**src/rtl/ring_router_gateway_nring_pkg.sv**
```systemverilog
// Shared flit type, route/demux enums and the route-decision helper for the N-ring gateway.
package ring_router_gateway_nring_pkg;

   typedef struct packed {
      logic        valid;
      logic        last;
      logic [15:0] data;
   } dii_flit;

   typedef enum logic [1:0] {
      ROUTE_LOCAL,
      ROUTE_EXT,
      ROUTE_FWD
   } route_e;

   typedef enum logic {
      DMX_IDLE,
      DMX_LOCKED
   } dmx_state_e;

   // Injection mux input order also sets its round-robin order.
   localparam int unsigned INJ_PORTS = 3;
   localparam int unsigned INJ_FWD   = 0;
   localparam int unsigned INJ_LOCAL = 1;
   localparam int unsigned INJ_EXT   = 2;

   function automatic route_e route_of(input logic [15:0] dest,
                                       input logic [15:0] id,
                                       input logic        off_subnet,
                                       input logic        ext_en);
      if (dest == id)
         return ROUTE_LOCAL;
      else if (off_subnet && ext_en)
         return ROUTE_EXT;
      else
         return ROUTE_FWD;
   endfunction

endpackage

```
**src/rtl/dii_buffer.sv**
```systemverilog
// Flit FIFO for one ring output; registered storage gives at least one cycle of latency.
module dii_buffer
   import ring_router_gateway_nring_pkg::*;
#(
   parameter int unsigned BUF_SIZE = 4
)(
   input  logic    clk,
   input  logic    rst,
   input  dii_flit flit_in,
   output logic    flit_in_ready,
   output dii_flit flit_out,
   input  logic    flit_out_ready
);

   localparam int unsigned PW = (BUF_SIZE > 1) ? $clog2(BUF_SIZE) : 1;
   localparam int unsigned CW = $clog2(BUF_SIZE + 1);

   logic [BUF_SIZE-1:0][16:0] r_mem;
   logic [PW-1:0]             r_wr;
   logic [PW-1:0]             r_rd;
   logic [CW-1:0]             r_cnt;
   logic                      w_push;
   logic                      w_pop;

   // Readiness ignores a same-cycle pop, so a full FIFO always stalls the writer one cycle.
   assign flit_in_ready = !rst && (r_cnt != CW'(BUF_SIZE));
   assign flit_out      = '{valid: (r_cnt != '0), last: r_mem[r_rd][16], data: r_mem[r_rd][15:0]};
   assign w_push        = flit_in.valid && flit_in_ready;
   assign w_pop         = flit_out.valid && flit_out_ready;

   always_ff @(posedge clk) begin
      if (w_push)
         r_mem[r_wr] <= {flit_in.last, flit_in.data};
   end

   always_ff @(posedge clk or posedge rst) begin
      if (rst) begin
         r_wr  <= '0;
         r_rd  <= '0;
         r_cnt <= '0;
      end else begin
         if (w_push)
            r_wr <= (r_wr == PW'(BUF_SIZE - 1)) ? '0 : r_wr + 1'b1;
         if (w_pop)
            r_rd <= (r_rd == PW'(BUF_SIZE - 1)) ? '0 : r_rd + 1'b1;
         if (w_push && !w_pop)
            r_cnt <= r_cnt + 1'b1;
         else if (!w_push && w_pop)
            r_cnt <= r_cnt - 1'b1;
      end
   end

endmodule

```
**src/rtl/ring_router_mux_rr_n.sv**
```systemverilog
// N-input packet round-robin arbiter: a grant is held for a whole packet, then priority moves past the winner.
module ring_router_mux_rr_n
   import ring_router_gateway_nring_pkg::*;
#(
   parameter int unsigned N = 3
)(
   input  logic              clk,
   input  logic              rst,
   input  dii_flit [N-1:0]   in_flit,
   output logic    [N-1:0]   in_ready,
   output dii_flit           out_flit,
   input  logic              out_ready
);

   localparam int unsigned IW = (N > 1) ? $clog2(N) : 1;

   logic          r_locked;
   logic [IW-1:0] r_owner;
   logic [IW-1:0] r_ptr;
   logic [IW-1:0] w_grant;
   logic          w_any;
   logic          w_xfer;

   always_comb begin
      w_grant = r_owner;
      w_any   = 1'b0;
      if (r_locked) begin
         w_any = in_flit[r_owner].valid;
      end else begin
         for (int unsigned k = 0; k < N; k++) begin
            if (!w_any && in_flit[IW'((32'(r_ptr) + k) % N)].valid) begin
               w_any   = 1'b1;
               w_grant = IW'((32'(r_ptr) + k) % N);
            end
         end
      end
   end

   always_comb begin
      out_flit           = in_flit[w_grant];
      out_flit.valid     = w_any && !rst;
      in_ready           = '0;
      in_ready[w_grant]  = out_ready && w_any && !rst;
   end

   assign w_xfer = out_flit.valid && out_ready;

   always_ff @(posedge clk or posedge rst) begin
      if (rst) begin
         r_locked <= 1'b0;
         r_owner  <= '0;
         r_ptr    <= '0;
      end else if (w_xfer) begin
         if (out_flit.last) begin
            r_locked <= 1'b0;
            r_ptr    <= (w_grant == IW'(N - 1)) ? '0 : w_grant + 1'b1;
         end else begin
            r_locked <= 1'b1;
            r_owner  <= w_grant;
         end
      end
   end

endmodule

```
**src/rtl/ring_router_gateway_nring.sv**
```systemverilog
// Gateway router for NUM_RINGS rings: per-ring packet demux to local/ext/forward, RR ejection muxes,
// injection onto one ring, and a FIFO on every ring output.
module ring_router_gateway_nring
   import ring_router_gateway_nring_pkg::*;
#(
   parameter int unsigned NUM_RINGS    = 3,
   parameter int unsigned BUFFER_SIZE  = 4,
   parameter int unsigned SUBNET_BITS  = 6,
   parameter int unsigned LOCAL_SUBNET = 0,
   parameter int unsigned INJECT_RING  = 0,
   parameter int unsigned EXT_ENABLE   = 1
)(
   input  logic                     clk,
   input  logic                     rst,
   input  logic    [15:0]           id,
   input  dii_flit [NUM_RINGS-1:0]  ring_in,
   output logic    [NUM_RINGS-1:0]  ring_in_ready,
   output dii_flit [NUM_RINGS-1:0]  ring_out,
   input  logic    [NUM_RINGS-1:0]  ring_out_ready,
   input  dii_flit                  local_in,
   output logic                     local_in_ready,
   output dii_flit                  local_out,
   input  logic                     local_out_ready,
   input  dii_flit                  ext_in,
   output logic                     ext_in_ready,
   output dii_flit                  ext_out,
   input  logic                     ext_out_ready
);

   dii_flit [NUM_RINGS-1:0] w_to_local;
   dii_flit [NUM_RINGS-1:0] w_to_ext;
   dii_flit [NUM_RINGS-1:0] w_to_fwd;
   logic    [NUM_RINGS-1:0] w_local_rdy;
   logic    [NUM_RINGS-1:0] w_ext_rdy;
   logic    [NUM_RINGS-1:0] w_fwd_rdy;
   dii_flit [NUM_RINGS-1:0] w_buf_in;
   logic    [NUM_RINGS-1:0] w_buf_in_rdy;

   for (genvar i = 0; i < NUM_RINGS; i++) begin : g_ring
      dmx_state_e r_state;
      route_e     r_target;
      route_e     w_route;
      route_e     w_sel;
      logic       w_off_subnet;

      assign w_off_subnet = ring_in[i].data[15 -: SUBNET_BITS] != SUBNET_BITS'(LOCAL_SUBNET);
      assign w_route      = route_of(ring_in[i].data, id, w_off_subnet, EXT_ENABLE != 0);
      assign w_sel        = (r_state == DMX_LOCKED) ? r_target : w_route;

      assign w_to_local[i] = '{valid: ring_in[i].valid && (w_sel == ROUTE_LOCAL),
                               last: ring_in[i].last, data: ring_in[i].data};
      assign w_to_ext[i]   = '{valid: ring_in[i].valid && (w_sel == ROUTE_EXT),
                               last: ring_in[i].last, data: ring_in[i].data};
      assign w_to_fwd[i]   = '{valid: ring_in[i].valid && (w_sel == ROUTE_FWD),
                               last: ring_in[i].last, data: ring_in[i].data};

      assign ring_in_ready[i] = (w_sel == ROUTE_LOCAL) ? w_local_rdy[i] :
                                (w_sel == ROUTE_EXT)   ? w_ext_rdy[i]   : w_fwd_rdy[i];

      always_ff @(posedge clk or posedge rst) begin
         if (rst) begin
            r_state  <= DMX_IDLE;
            r_target <= ROUTE_FWD;
         end else if (ring_in[i].valid && ring_in_ready[i]) begin
            if (r_state == DMX_IDLE && !ring_in[i].last) begin
               r_state  <= DMX_LOCKED;
               r_target <= w_route;
            end else if (r_state == DMX_LOCKED && ring_in[i].last) begin
               r_state  <= DMX_IDLE;
            end
         end
      end

      if (i == INJECT_RING) begin : g_inj
         dii_flit [INJ_PORTS-1:0] w_inj_in;
         logic    [INJ_PORTS-1:0] w_inj_rdy;

         assign w_inj_in = {ext_in, local_in, w_to_fwd[i]};

         ring_router_mux_rr_n #(.N(INJ_PORTS)) u_inj_mux (
            .clk       (clk),
            .rst       (rst),
            .in_flit   (w_inj_in),
            .in_ready  (w_inj_rdy),
            .out_flit  (w_buf_in[i]),
            .out_ready (w_buf_in_rdy[i])
         );

         assign w_fwd_rdy[i]   = w_inj_rdy[INJ_FWD];
         assign local_in_ready = w_inj_rdy[INJ_LOCAL];
         assign ext_in_ready   = w_inj_rdy[INJ_EXT];
      end else begin : g_fwd
         assign w_buf_in[i]  = w_to_fwd[i];
         assign w_fwd_rdy[i] = w_buf_in_rdy[i];
      end

      dii_buffer #(.BUF_SIZE(BUFFER_SIZE)) u_buf (
         .clk            (clk),
         .rst            (rst),
         .flit_in        (w_buf_in[i]),
         .flit_in_ready  (w_buf_in_rdy[i]),
         .flit_out       (ring_out[i]),
         .flit_out_ready (ring_out_ready[i])
      );
   end

   ring_router_mux_rr_n #(.N(NUM_RINGS)) u_local_mux (
      .clk       (clk),
      .rst       (rst),
      .in_flit   (w_to_local),
      .in_ready  (w_local_rdy),
      .out_flit  (local_out),
      .out_ready (local_out_ready)
   );

   ring_router_mux_rr_n #(.N(NUM_RINGS)) u_ext_mux (
      .clk       (clk),
      .rst       (rst),
      .in_flit   (w_to_ext),
      .in_ready  (w_ext_rdy),
      .out_flit  (ext_out),
      .out_ready (ext_out_ready)
   );

endmodule

```
**config.mk**
```make
export PLATFORM = sky130hd
export DESIGN_NAME = ring_router_gateway_nring
export DESIGN_NICKNAME = d
export VERILOG_FILES = /design/src/rtl/ring_router_gateway_nring_pkg.sv /design/src/rtl/dii_buffer.sv /design/src/rtl/ring_router_mux_rr_n.sv /design/src/rtl/ring_router_gateway_nring.sv
export SDC_FILE = /design/constraint.sdc
export NUM_CORES = 1
export LEC_CHECK = 0
export CAP_MARGIN = 20
export CORE_MARGIN = 5
export CORE_UTILIZATION = 54
export DETAILED_ROUTE_END_ITERATION = 8
export PLACE_DENSITY = 0.78
export SKIP_CTS_REPAIR_TIMING = 1
export SYNTH_ARGS = -nofsm -noshare
export SYNTH_HDL_FRONTEND = slang
export SYNTH_SLANG_ARGS = --single-unit
```
**constraint.sdc**
```tcl
create_clock -name clk -period 3.9 [get_ports clk]
set_input_delay 0.39 -clock clk [delete_from_list [all_inputs] [get_ports clk]]
set_output_delay 0.39 -clock clk [all_outputs]
set_load 0.01 [all_outputs]
```
==> flow_summary_export.csv <==
group,metric,value,unit
logic_synthesis,synth_nets,1154,
logic_synthesis,ys.warnings.count,0,
setup_path,path_cells,"clkbuf_2, xor2_2, nor4_2, buf_4, nand4_1, buf_6, a21oi_4, o2111ai_4, or4_4, a32o_2, buf_6, buf_6, nor4_4, a221o_1, buf_2",
sta,fin_crit_sh,104,%
logic_synthesis,yosysTopAreaCell,"edfxtp_1",
setup_path,worst_setup_path_end_kind,"output pin",
logic_synthesis,synth-async-reset-ratio,18.1,%
sta,fin_skew,14.4,ps
sta,report.final.setup_viol,19,
floorplanning,die_width,165,µm
sta,timing.final.crit_period,4040,ps
cts,cts_htree_levels,1,
floorplanning,initial_core_util,55.0,%
floorplanning,fp.dieArea,0.0273,mm²
finish,drive_gt1_share,32.1,%
finish,final_nets,1581,
power,total_power,15.4,mW
routing,dr.first_iter.drc_count,1292,
logic_synthesis,synth_top_area_share,47.1,%
power,leakage_power_summed_over_all_cells,7.92,nW
grt,grt_start_max_net_pins,47,
grt,grt_pass1_wl,61800,µm
sta,final_max_slew_viol_count,0,
logic_synthesis,synthesis.instances,1011,
job,maxCapViolCount,0,
setup_path,critPathRequiredTime,3510,ps
logic_synthesis,netlist-cell-type-count,76,
routing,drt_pass1_iterations,8,
logic_synthesis,post_synth_main_area_contributors,"edfxtp_1 47%, mux4_2 8.8%, dfrtp_1 8.1%, mux2i_1 4.2%, nand2_1 2.8%",
setup_path,crit_path_max_fanout,4,
sta,achievable-frequency,247,MHz
grt,grt_overflow,0,
setup_path,cp_data_arrival_time,3650,ps
grt,grt_usage,30.2,%
logic_synthesis,dominantRegCellSynth,"edfxtp_1",
grt,grt_antenna_before_repair,5,
setup_path,crit_top_cell,"buf_6",
grt,grt_pass1_vias,10500,
finish,register_area,0.00726,mm²
logic_synthesis,ys_ff_latch,249,
logic_synthesis,post_synth_most_frequent_cells,"204 x edfxtp_1, 98 x nand2_1, 72 x o21ai_0, 55 x mux2i_1, 52 x nor2_1",
routing,drc_errors,0,
sta,timing.max_slew.rel_slack,35.3,%
cts,cts-root-to-sink-buffers,3,
cts,cts_tree,"built",
floorplanning,die_height,165,µm
finish,area_occupied_by_multi_input_gates,0.00596,mm²
routing,wl_per_cell,25.2,µm
floorplanning,num_rows,56,
run_status,run_status,"complete, but fails checks",
setup_path,worst_setup_path_start_kind,"input port",
routing,postRouteAntennaNets,0,
setup_path,cp_slowest_stage_delay,590,ps
setup_path,worst-setup-path-type,"in -> out",
logic_synthesis,seq_area_frac_synth,55.8,%
finish,layoutNonFillerInstCount,1778,
cts,ctsRootBufferMaster,"clkbuf_16",
placement,place_ws,-1250,ps
cts,path_clk_slew,60,ps
power,power_per_cell_area,818,mW/mm²
placement,numPlacedInstances,1701,
routing,routed_via_density,6.12,
routing,post_detailed_routing_wire_length,44800,µm
finish,flow.area_growth_from_synthesis,44.5,%
sta,transition_at_the_pin_with_the_smallest_max_transition_slack,971,ps
placement,detailedPlacementHpwl,31100,µm
cts,clock_sink_count,249,
logic_synthesis,syn_area_per_cell,12.9,µm²
logic_synthesis,synth_enable_flop_cells,204,
placement,gp_congestion,0.965,
floorplanning,design.core.area,0.0236,mm²
run_status,failing_checks,"setup timing",
sta,timing.final.ws_setup,-143,ps
floorplanning,io_pins,208,
worst_hold_path,worst_hold_path_type,"in -> reg",
power,ir_drop,0.539,mV
logic_synthesis,post_syn_area,0.0130,mm²
finish,utilization,79.5,%
routing,total_via_count_after_detailed_routing,10900,
sta,number_of_endpoints_with_negative_hold_slack_in_the_final_report,0,
cts,tritoncts.num_buffers,25,
placement,portBuffers,207,
finish,layout.filler_cells,1357,
logic_synthesis,most_numerous_cell_in_the_yosys_netlist,"edfxtp_1",
sta,grt_setup_unrepaired,"true",
setup_path,timing.critical_path.slowest_stage_cell,"or4_4",
sta,setup_tns,-958,ps
cts,insertion_delay,530,ps
-- metrics by stage --
| step | cell area [µm²] | hold slack [ps] |
|---|---|---|
| final | 18800 | 232 |
| after global routing | 18800 | 212 |
| after CTS | 17800 | 495 |
| after detailed placement | 17000 | 486 |
| after global placement | 17000 | 475 |
| after floorplan | 13000 | 457 |
-- cell type report --
type / count / share of cell area, %
timing repair buffer: 448 / 22.3
clock buffer: 28 / 3.45
clock inverter: 16 / 0.913
tap: 319 / 2.13
sequential: 249 / 38.6
multi-input combinational: 674 / 31.7
inverter: 40 / 0.800
antenna: 4 / 0.0533
-- cells by family after synthesis --
family | count (synthesis) | synth area share, %
muxes | 122 | 14.5
and+or+nand+nor | 268 | 9.96
DFF | 249 | 55.8
adders and majority gates | 30 | 3.06
buffers and inverters | 88 | 2.72
xor gates and xnor gates | 57 | 3.84
AOI/OAI and AO/OA | 197 | 10.1
-- sequential cells by signal, indices dropped and copies added, names as in the netlist --
register,count
u_local_mux.r_ptr,2
u_ext_mux.r_owner,2
g_ring.g_inj.u_inj_mux.r_ptr,2
u_local_mux.r_locked,1
u_ext_mux.r_ptr,2
u_ext_mux.r_locked,1
g_ring.g_inj.u_inj_mux.r_locked,1
g_ring.u_buf.r_wr,6
g_ring.r_state,3
g_ring.u_buf.r_mem,204
g_ring.r_target,6
g_ring.u_buf.r_cnt,9
g_ring.g_inj.u_inj_mux.r_owner,2
u_local_mux.r_owner,2
g_ring.u_buf.r_rd,6
-- critical path: cells and delay by family --
family,cells,cell delay (ps)
AND/OR/NAND/NOR,4,1350
buffers and inverters,6,860
AO/OA/AOI/OAI,4,820
XOR/XNOR,1,220
-- layer usage --
metal	global-route usage (%)	routed length (µm)	vias to the layer above
met2	49.1	21500	702
met1	41.9	16800	5338
met5	0	0	-
met3	5.71	4910	113
li1	-	-	4730
met4	9.15	1610	0
-- cells in the final DEF (no fill, tap or decap), types with 9 or more instances in the layout --
| cell | n |
|---|---|
| buf_4 | 218 |
| edfxtp_1 | 204 |
| clkdlybuf4s50_1 | 103 |
| nand2_1 | 95 |
| dlymetal6s2s_1 | 78 |
| o21ai_0 | 51 |
| mux2i_1 | 51 |
| mux4_2 | 51 |
| nor2_1 | 47 |
| dfrtp_1 | 42 |
| inv_1 | 34 |
| xor2_1 | 28 |
| clkbuf_16 | 27 |
| a21oi_1 | 25 |
| ha_1 | 24 |
| o21ai_1 | 19 |
| buf_6 | 19 |
| nand3_1 | 18 |
| xnor2_1 | 18 |
| and2_1 | 17 |
| clkbuf_2 | 15 |
| mux2_2 | 14 |
| nor3_1 | 13 |
| buf_12 | 9 |
-- power breakdown --
part	total (mW)	switching, mW	internal (mW)
registers	3.93	0.379	3.55
logic	8.98	4.53	4.45
clock network	2.44	1.04	1.40
-- path summary, 6_finish.rpt --
kind | start | endpoint | slack (ps) | cells past startpoint
max in group asynchronous | rst | g_ring[0].g_inj.u_inj_mux.r_owner[1] | 2700 | 4
min in group asynchronous | rst | u_local_mux.r_ptr[0] | 780 | 4
worst min register to register | g_ring[1].u_buf.r_cnt[2] | g_ring[1].u_buf.r_cnt[2] | 490 | 1
worst min-delay path | ring_in[49] | g_ring[2].u_buf.r_mem[13] | 230 | 2
worst max-delay path | ring_in[29] | ext_out[16] | -140 | 15
worst max register to register | g_ring[2].r_state | g_ring[2].r_target[0] | 460 | 14
(Power assumes the default switching activity.)
